==> src/rtl/vga_timing_gen.sv <==
// Raster timing generator: pixel prescaler, h/v counters, zero-skew syncs and strobes.
// Optional frame counter port enabled by defining VGA_TIMING_FRAME_CNT_EN.
module vga_timing_gen #(
  parameter int H_ACTIVE = 800,
  parameter int H_FRONT  = 56,
  parameter int H_SYNC   = 120,
  parameter int H_BACK   = 64,
  parameter int V_ACTIVE = 600,
  parameter int V_FRONT  = 37,
  parameter int V_SYNC   = 6,
  parameter int V_BACK   = 23,
  parameter int H_POL    = 1,
  parameter int V_POL    = 1,
  parameter int PIX_DIV  = 1,
  parameter int CNT_W    = 11
) (
  input  logic             i_clock,
  input  logic             i_reset,
  input  logic             i_enable,
  output logic [CNT_W-1:0] o_xpos,
  output logic [CNT_W-1:0] o_ypos,
  output logic             o_hsync,
  output logic             o_vsync,
  output logic             o_disp_active,
  output logic             o_line_start,
  output logic             o_frame_start
`ifdef VGA_TIMING_FRAME_CNT_EN
  ,
  output logic [15:0]      o_frame_cnt
`endif
);

  localparam int H_TOTAL = H_ACTIVE + H_FRONT + H_SYNC + H_BACK;
  localparam int V_TOTAL = V_ACTIVE + V_FRONT + V_SYNC + V_BACK;
  localparam int DIV_W   = (PIX_DIV > 1) ? $clog2(PIX_DIV) : 1;

  if (PIX_DIV < 1) begin : g_bad_div
    $error("vga_timing_gen: PIX_DIV must be >= 1");
  end
  if (H_TOTAL >= (1 << CNT_W)) begin : g_bad_h
    $error("vga_timing_gen: CNT_W too small for H_TOTAL");
  end
  if (V_TOTAL >= (1 << CNT_W)) begin : g_bad_v
    $error("vga_timing_gen: CNT_W too small for V_TOTAL");
  end

  localparam logic [CNT_W-1:0] H_LAST = CNT_W'(H_TOTAL - 1);
  localparam logic [CNT_W-1:0] V_LAST = CNT_W'(V_TOTAL - 1);
  localparam logic [CNT_W-1:0] H_ACT  = CNT_W'(H_ACTIVE);
  localparam logic [CNT_W-1:0] V_ACT  = CNT_W'(V_ACTIVE);
  localparam logic [CNT_W-1:0] H_SS   = CNT_W'(H_ACTIVE + H_FRONT);
  localparam logic [CNT_W-1:0] H_SE   = CNT_W'(H_ACTIVE + H_FRONT + H_SYNC);
  localparam logic [CNT_W-1:0] V_SS   = CNT_W'(V_ACTIVE + V_FRONT);
  localparam logic [CNT_W-1:0] V_SE   = CNT_W'(V_ACTIVE + V_FRONT + V_SYNC);
  localparam logic [DIV_W-1:0] DIV_LAST = DIV_W'(PIX_DIV - 1);
  localparam logic HS_ON = (H_POL != 0);
  localparam logic VS_ON = (V_POL != 0);

  logic [DIV_W-1:0] r_div;
  logic [CNT_W-1:0] r_x;
  logic [CNT_W-1:0] r_y;
  logic             r_hs;
  logic             r_vs;
  logic             r_de;
  logic             r_ls;
  logic             r_fs;

  logic             w_tick;
  logic             w_hwrap;
  logic             w_vwrap;
  logic [CNT_W-1:0] w_x_nxt;
  logic [CNT_W-1:0] w_y_nxt;
  logic             w_hs_nxt;
  logic             w_vs_nxt;
  logic             w_de_nxt;

  assign w_tick  = i_enable && (r_div == DIV_LAST);
  assign w_hwrap = (r_x == H_LAST);
  assign w_vwrap = (r_y == V_LAST);

  // Levels are decoded from the next position so they land with it.
  always_comb begin
    w_x_nxt = w_hwrap ? '0 : r_x + CNT_W'(1);
    w_y_nxt = r_y;
    if (w_hwrap) begin
      w_y_nxt = w_vwrap ? '0 : r_y + CNT_W'(1);
    end
    w_hs_nxt = ((w_x_nxt >= H_SS) && (w_x_nxt < H_SE)) ? HS_ON : ~HS_ON;
    w_vs_nxt = ((w_y_nxt >= V_SS) && (w_y_nxt < V_SE)) ? VS_ON : ~VS_ON;
    w_de_nxt = (w_x_nxt < H_ACT) && (w_y_nxt < V_ACT);
  end

  always_ff @(posedge i_clock) begin
    if (i_reset) begin
      r_div <= '0;
      r_x   <= H_LAST;
      r_y   <= V_LAST;
      r_hs  <= ~HS_ON;
      r_vs  <= ~VS_ON;
      r_de  <= 1'b0;
      r_ls  <= 1'b0;
      r_fs  <= 1'b0;
    end else begin
      r_ls <= w_tick && w_hwrap;
      r_fs <= w_tick && w_hwrap && w_vwrap;
      if (i_enable) begin
        r_div <= (r_div == DIV_LAST) ? '0 : r_div + DIV_W'(1);
      end
      if (w_tick) begin
        r_x  <= w_x_nxt;
        r_y  <= w_y_nxt;
        r_hs <= w_hs_nxt;
        r_vs <= w_vs_nxt;
        r_de <= w_de_nxt;
      end
    end
  end

`ifdef VGA_TIMING_FRAME_CNT_EN
  logic [15:0] r_fcnt;

  always_ff @(posedge i_clock) begin
    if (i_reset) begin
      r_fcnt <= '0;
    end else if (w_tick && w_hwrap && w_vwrap) begin
      r_fcnt <= r_fcnt + 16'd1;
    end
  end

  assign o_frame_cnt = r_fcnt;
`endif

  assign o_xpos        = r_x;
  assign o_ypos        = r_y;
  assign o_hsync       = r_hs;
  assign o_vsync       = r_vs;
  assign o_disp_active = r_de;
  assign o_line_start  = r_ls;
  assign o_frame_start = r_fs;

endmodule

==> config.mk <==
export PLATFORM = sky130hd
export DESIGN_NAME = vga_timing_gen
export DESIGN_NICKNAME = d
export VERILOG_FILES = /design/src/rtl/vga_timing_gen.sv
export SDC_FILE = /design/constraint.sdc
export NUM_CORES = 1
export LEC_CHECK = 0
export BUFFER_PORTS_ARGS = -buffer_cell sky130_fd_sc_hd__clkbuf_2
export CAP_MARGIN = 25
export CORE_ASPECT_RATIO = 0.5
export CORE_UTILIZATION = 56
export CTS_BUF_LIST = sky130_fd_sc_hd__clkbuf_16
export CTS_CLUSTER_SIZE = 10
export DETAILED_ROUTE_END_ITERATION = 8
export GPL_TIMING_DRIVEN = 0
export PLACE_DENSITY = 0.77
export SLEW_MARGIN = 20
export SYNTH_ARGS = -nofsm -noshare
export SYNTH_HDL_FRONTEND = slang
export SYNTH_SLANG_ARGS = --single-unit
==> constraint.sdc <==
create_clock -name i_clock -period 3.75 [get_ports i_clock]
set_clock_uncertainty 0.1 [all_clocks]
set_input_delay 0.75 -clock i_clock [delete_from_list [all_inputs] [get_ports i_clock]]
set_output_delay 0.75 -clock i_clock [all_outputs]
set_load 0.01 [all_outputs]
Word-level counts from Yosys, hierarchy flattened:

Cells that the tools add are included.

* mux-type cells: 6
* eq/ne operators: 2
* reduce and logical (&&, ||, !) cells: 6
* bitwise gates (word level): 1
* $lt $le $gt $ge: 6
* add/subtract/negate cells: 3

Operators by type and width (count)
* $lt 11x10->1 const B: 4
* $mux 11: 3
* $add 11x1->11 const B: 2
* $ge 11x10->1 const B: 2
* $eq 11x10->1 const B: 1
* $eq 11x11->1 const B: 1
* $logic_and 1x1->1: 6
* $mux 1: 3
* $add 1x1->1 const B: 1
* $not 1->1: 1

* flip-flop bits (word level): 28
* output and inout bits: 27
* word-level logic and storage cells: 32
* input port bits: 3

Depth between registers and ports, before layout:

* depth in word-level cells: 6
* gate-level depth with buffers: 11

Worst setup path after synthesis:

No wires, ideal clock.

* path kind: register -> register
* start: register r_x[5], in the netlist o_xpos[5]
* end: register r_vs, in the netlist o_vsync
* data required time: 3.555 ns
* arrival: 2.645 ns
* stages on the path, launching flop included: 11
* clock period less this slack: 2.840 ns
* setup time: 0.095 ns
* slack: 0.910 ns
* cell sequence: dfxtp_1 buf_6 or3_1 buf_6 or4_4 buf_6 a21o_1 o21ai_2 a21bo_1 or4_1 o311ai_1

* cells in the longest elaborated chain, start to end: 5
* elaborated cells between the ends (all ways): 6
* classes of those cells: order compare (2); eq/ne (1); mux (2); reduce/logical (1)

Ends and longest elaborated chain
* start, declared: RTL line 60 `logic [CNT_W-1:0] r_x;`
* start signal, assigned: RTL line 110 `r_x <= w_x_nxt;`
* $eq 11x11->1 (*): RTL line 78 `assign w_hwrap = (r_x == H_LAST);`
* $mux 11 (*): RTL line 85 `if (w_hwrap) begin`
* $ge 11x10->1 or $lt 11x10->1 (tied branches): RTL line 89 `w_vs_nxt = ((w_y_nxt >= V_SS) && (w_y_nxt < V_SE)) ? VS_ON : ~VS_ON;`
* $logic_and 1x1->1 (*): RTL line 89
* $mux 1 (*): RTL line 89
* end signal, assigned: RTL line 99 `r_vs <= ~VS_ON;`
* end signal, assigned: RTL line 113 `r_vs <= w_vs_nxt;`
* end, declared: RTL line 63 `logic r_vs;`

Every way passes the cells marked *; elsewhere a longest branch is shown, timed or not.
A chain may end at the register's enable or synchronous reset.

Worst setup path after layout:

Same ends and word-level chain as after synthesis.

==> impl_metrics.csv <==
group,metric,value,unit
power_and_ir_drop,design_power_total,823,uW
clock_network,clock_tree_sinks,27,
floorplan,ioPinCount,30,
floorplan,die-height,42.3,um
outcome,outcome,"completed",
clock_network,cts-resized-gates,0,
cells_and_area,insertedDiodeCount,0,
route,route.layer.met1.wl,2290,um
global_route,grt_max_degree,16,
logic_synthesis,synth_edf_count,0,
clock_network,cts_hold_buf,0,
sta,tns,0,ps
global_route,grt_pass1_vias,1618,
cells_and_area,postLayoutCoreUtil,0.687,
floorplan,std_cell_rows,14,
power_and_ir_drop,vdd.ir_drop.worst,262,uV
sta,slew-limit-headroom,0.428,
clock_network,post_cts_repair_setup_buffers,0,
route,final_antenna_net_count,0,
clock_network,clock_buffers_created_by_tritoncts,3,
route,wirelength,4920,um
cells_and_area,post_route_cells_drive_above_1_share,0.164,
power_and_ir_drop,power_leakage,0.000803,uW
cells_and_area,fillers,288,
power_and_ir_drop,power.density_cell_area,393,nW/um^2
route,via_per_inst,6.25,
placed_design,hpwl,3480,um
logic_synthesis,ys_seq_elements,27,
min_path,timing.hold.worst.start,"o_hsync$_SDFFE_PP0P_",
floorplan,floorplan.die_area,3500,um^2
cells_and_area,final_nets,281,
cells_and_area,final_common_cell,"sky130_fd_sc_hd__nor2_1",
clock_network,tritoncts_clock_tree,"built",
logic_synthesis,synth_seq_area_share,0.296,
worst_setup_path,timing.rr.start,"o_xpos[5]$_SDFFE_PP0P_",
logic_synthesis,async_sr_flop_fraction,0,
sta,setup_viol_count_final,0,
min_path,hold_class,"flip-flop to flip-flop",
flow_run,drv.max_cap_violation_count,0,
cells_and_area,most-common-layout-cells,"sky130_fd_sc_hd__nor2_1, sky130_fd_sc_hd__clkbuf_2, sky130_fd_sc_hd__dfxtp_1",
global_route,grt_first_pass_wirelength,7940,um
sta,period_minus_slack,3200,ps
worst_setup_path,cp.arrival,3270,ps
sta,final_min_period_over_clock_period,0.854,
route,total_via_count_after_detailed_routing,1962,
placed_design,gpl.final_weighted_congestion,0.959,
route,wl_per_cell,15.7,um
logic_synthesis,synthesis.area,1820,um^2
placed_design,port_buffers,28,
clock_network,path_clk_slew,70,ps
worst_setup_path,start_kind,"flip-flop",
logic_synthesis,synth_cell_types,52,
floorplan,floorplan.initialDensity,0.598,
logic_synthesis,syn_inst,242,
floorplan,die_width,82.7,um
clock_network,clk_root_buffer_cell,"sky130_fd_sc_hd__clkbuf_16",
route,drt_iter0_markers,165,
route,detail_route_met2_wl,2210,um
sta,rsz_0062_raised_after_global_routing,"false",
route,drcViolationCount,0,
logic_synthesis,synth_flop_cell,"sky130_fd_sc_hd__dfxtp_1",
floorplan,core_region_area,3050,um^2
worst_setup_path,crit_start,"o_xpos[5]$_SDFFE_PP0P_",
worst_setup_path,crit_path_max_fanout,10,
clock_network,ctsHtreeMaxLevel,1,
worst_setup_path,worst-r2r-setup-slack,550,ps
logic_synthesis,synth.net_count,248,
sta,timing_worst_slew_pin_value,850,ps
global_route,global_route.overflow_total,0,
global_route,antenna_found_initial,0,
worst_setup_path,critPathKind,"flip-flop to flip-flop",
sta,slew_violations,0,
sta,timing.final.hold_violations,0,
worst_setup_path,critPathCaptureType,"flip-flop",
route,routed.top_layer,"met4",
sta,achievable-frequency,0.312,GHz
cells_and_area,area.growth.synth_to_final,14.8,%
global_route,grt_usage,0.301,
logic_synthesis,postSynthAreaPerCell,7.53,um^2
worst_setup_path,worst_ep_required_time,3820,ps
route,drt_first_pass_iters,5,
logic_synthesis,synth-warning-count,0,
clock_network,insertion_delay,260,ps
route,wl_met3,358,um
sta,timing.hold.ws,367,ps
clock_network,clock_path_buffers,2,
==> per-stage QoR <==
stage                     std cells  setup slack, ps  area [um^2]
after CTS                       314              588         2090
after detailed placement        310              603         2010
final                           314              548         2090
after global placement          310              585         2010
after floorplan                 242              910         1820
after global routing            314              442         2090
==> sequential cells by signal, summed over array words and instances (netlist names) <==
signal,flops
o_xpos,11
o_ypos,11
o_disp_active,1
o_frame_start,1
o_hsync,1
o_line_start,1
o_vsync,1
==> final timing paths <==
path | cells after the start | end
worst max-delay path | 9 | o_vsync$_SDFFE_PP0P_
worst min-delay path | 2 | o_hsync$_SDFFE_PP0P_
worst max register to register | 9 | o_vsync$_SDFFE_PP0P_
worst min register to register | 2 | o_hsync$_SDFFE_PP0P_
==> cell type report <==
class,instances,area (um^2),area share
well taps,40,50.0,0.0239
plain buffers,19,105,0.0502
clock buffers,3,75.1,0.0359
repair buffers,28,140,0.0669
clock inverters,1,5.00,0.00239
multi-input cells,187,1140,0.546
inverters,9,33.8,0.0161
flip-flops and latches,27,541,0.258
==> cells in the mapped netlist (2+ instances only) <==
master,count,share of area
sky130_fd_sc_hd__nor2_1,30,0.062
sky130_fd_sc_hd__dfxtp_1,27,0.30
sky130_fd_sc_hd__a21oi_1,19,0.052
sky130_fd_sc_hd__nand2_1,19,0.039
sky130_fd_sc_hd__nor3_1,17,0.047
sky130_fd_sc_hd__o21ai_0,12,0.033
sky130_fd_sc_hd__clkbuf_1,11,0.023
sky130_fd_sc_hd__xnor2_1,10,0.048
sky130_fd_sc_hd__inv_1,9,0.019
sky130_fd_sc_hd__nand3_1,9,0.025
sky130_fd_sc_hd__nor4_1,5,0.017
sky130_fd_sc_hd__a211oi_1,4,0.016
sky130_fd_sc_hd__and3_1,4,0.014
sky130_fd_sc_hd__buf_6,4,0.025
sky130_fd_sc_hd__nand4_1,4,0.014
sky130_fd_sc_hd__xor2_1,4,0.019
sky130_fd_sc_hd__a31oi_1,3,0.010
sky130_fd_sc_hd__buf_2,3,0.0082
sky130_fd_sc_hd__ha_1,3,0.021
sky130_fd_sc_hd__o311ai_0,3,0.014
sky130_fd_sc_hd__or3_1,3,0.010
sky130_fd_sc_hd__and2_1,2,0.0069
sky130_fd_sc_hd__and4_1,2,0.0096
sky130_fd_sc_hd__mux2i_1,2,0.011
sky130_fd_sc_hd__nand4b_1,2,0.0096
sky130_fd_sc_hd__o211ai_1,2,0.0082
sky130_fd_sc_hd__o21bai_1,2,0.0082
sky130_fd_sc_hd__o31a_1,2,0.0096
sky130_fd_sc_hd__o41ai_1,2,0.0096
==> worst max-delay path: stages (launching register included) <==
cell and delay (ps):
sky130_fd_sc_hd__dfxtp_1 320, sky130_fd_sc_hd__buf_6 130, sky130_fd_sc_hd__or3_1 390, sky130_fd_sc_hd__buf_6 150, sky130_fd_sc_hd__nor4_4 570, sky130_fd_sc_hd__o211ai_1 190
sky130_fd_sc_hd__a2111oi_1 530, sky130_fd_sc_hd__nand3_1 150, sky130_fd_sc_hd__or4_1 490, sky130_fd_sc_hd__o311ai_1 80
==> layer usage <==
| layer | vias to the layer above | GRT usage |
|---|---|---|
| met1 | 917 | 0.434 |
| met2 | 92 | 0.459 |
| li1 | 947 | - |
| met3 | 6 | 0.0717 |
| met4 | 0 | 0.0552 |
| met5 | - | 0 |
==> logic make-up (layout without fill, tap and decap cells) <==
kind of cell,after synthesis,in the layout,share of synthesized area
muxes,2,2,0.0110
buffers and inverters,28,60,0.0762
DFF,27,27,0.297
adders and majority gates,3,3,0.0206
AOI/OAI and AO/OA,61,61,0.221
and+or+nand+nor,107,107,0.307
xor gates and xnor gates,14,14,0.0673
==> power breakdown <==
group	internal [uW]	leakage, uW	switching, uW
clock network	144	0.0000409	105
logic	93.4	0.000542	158
registers	304	0.000220	19.5
Note: power is estimated with default switching activity, not from simulation.
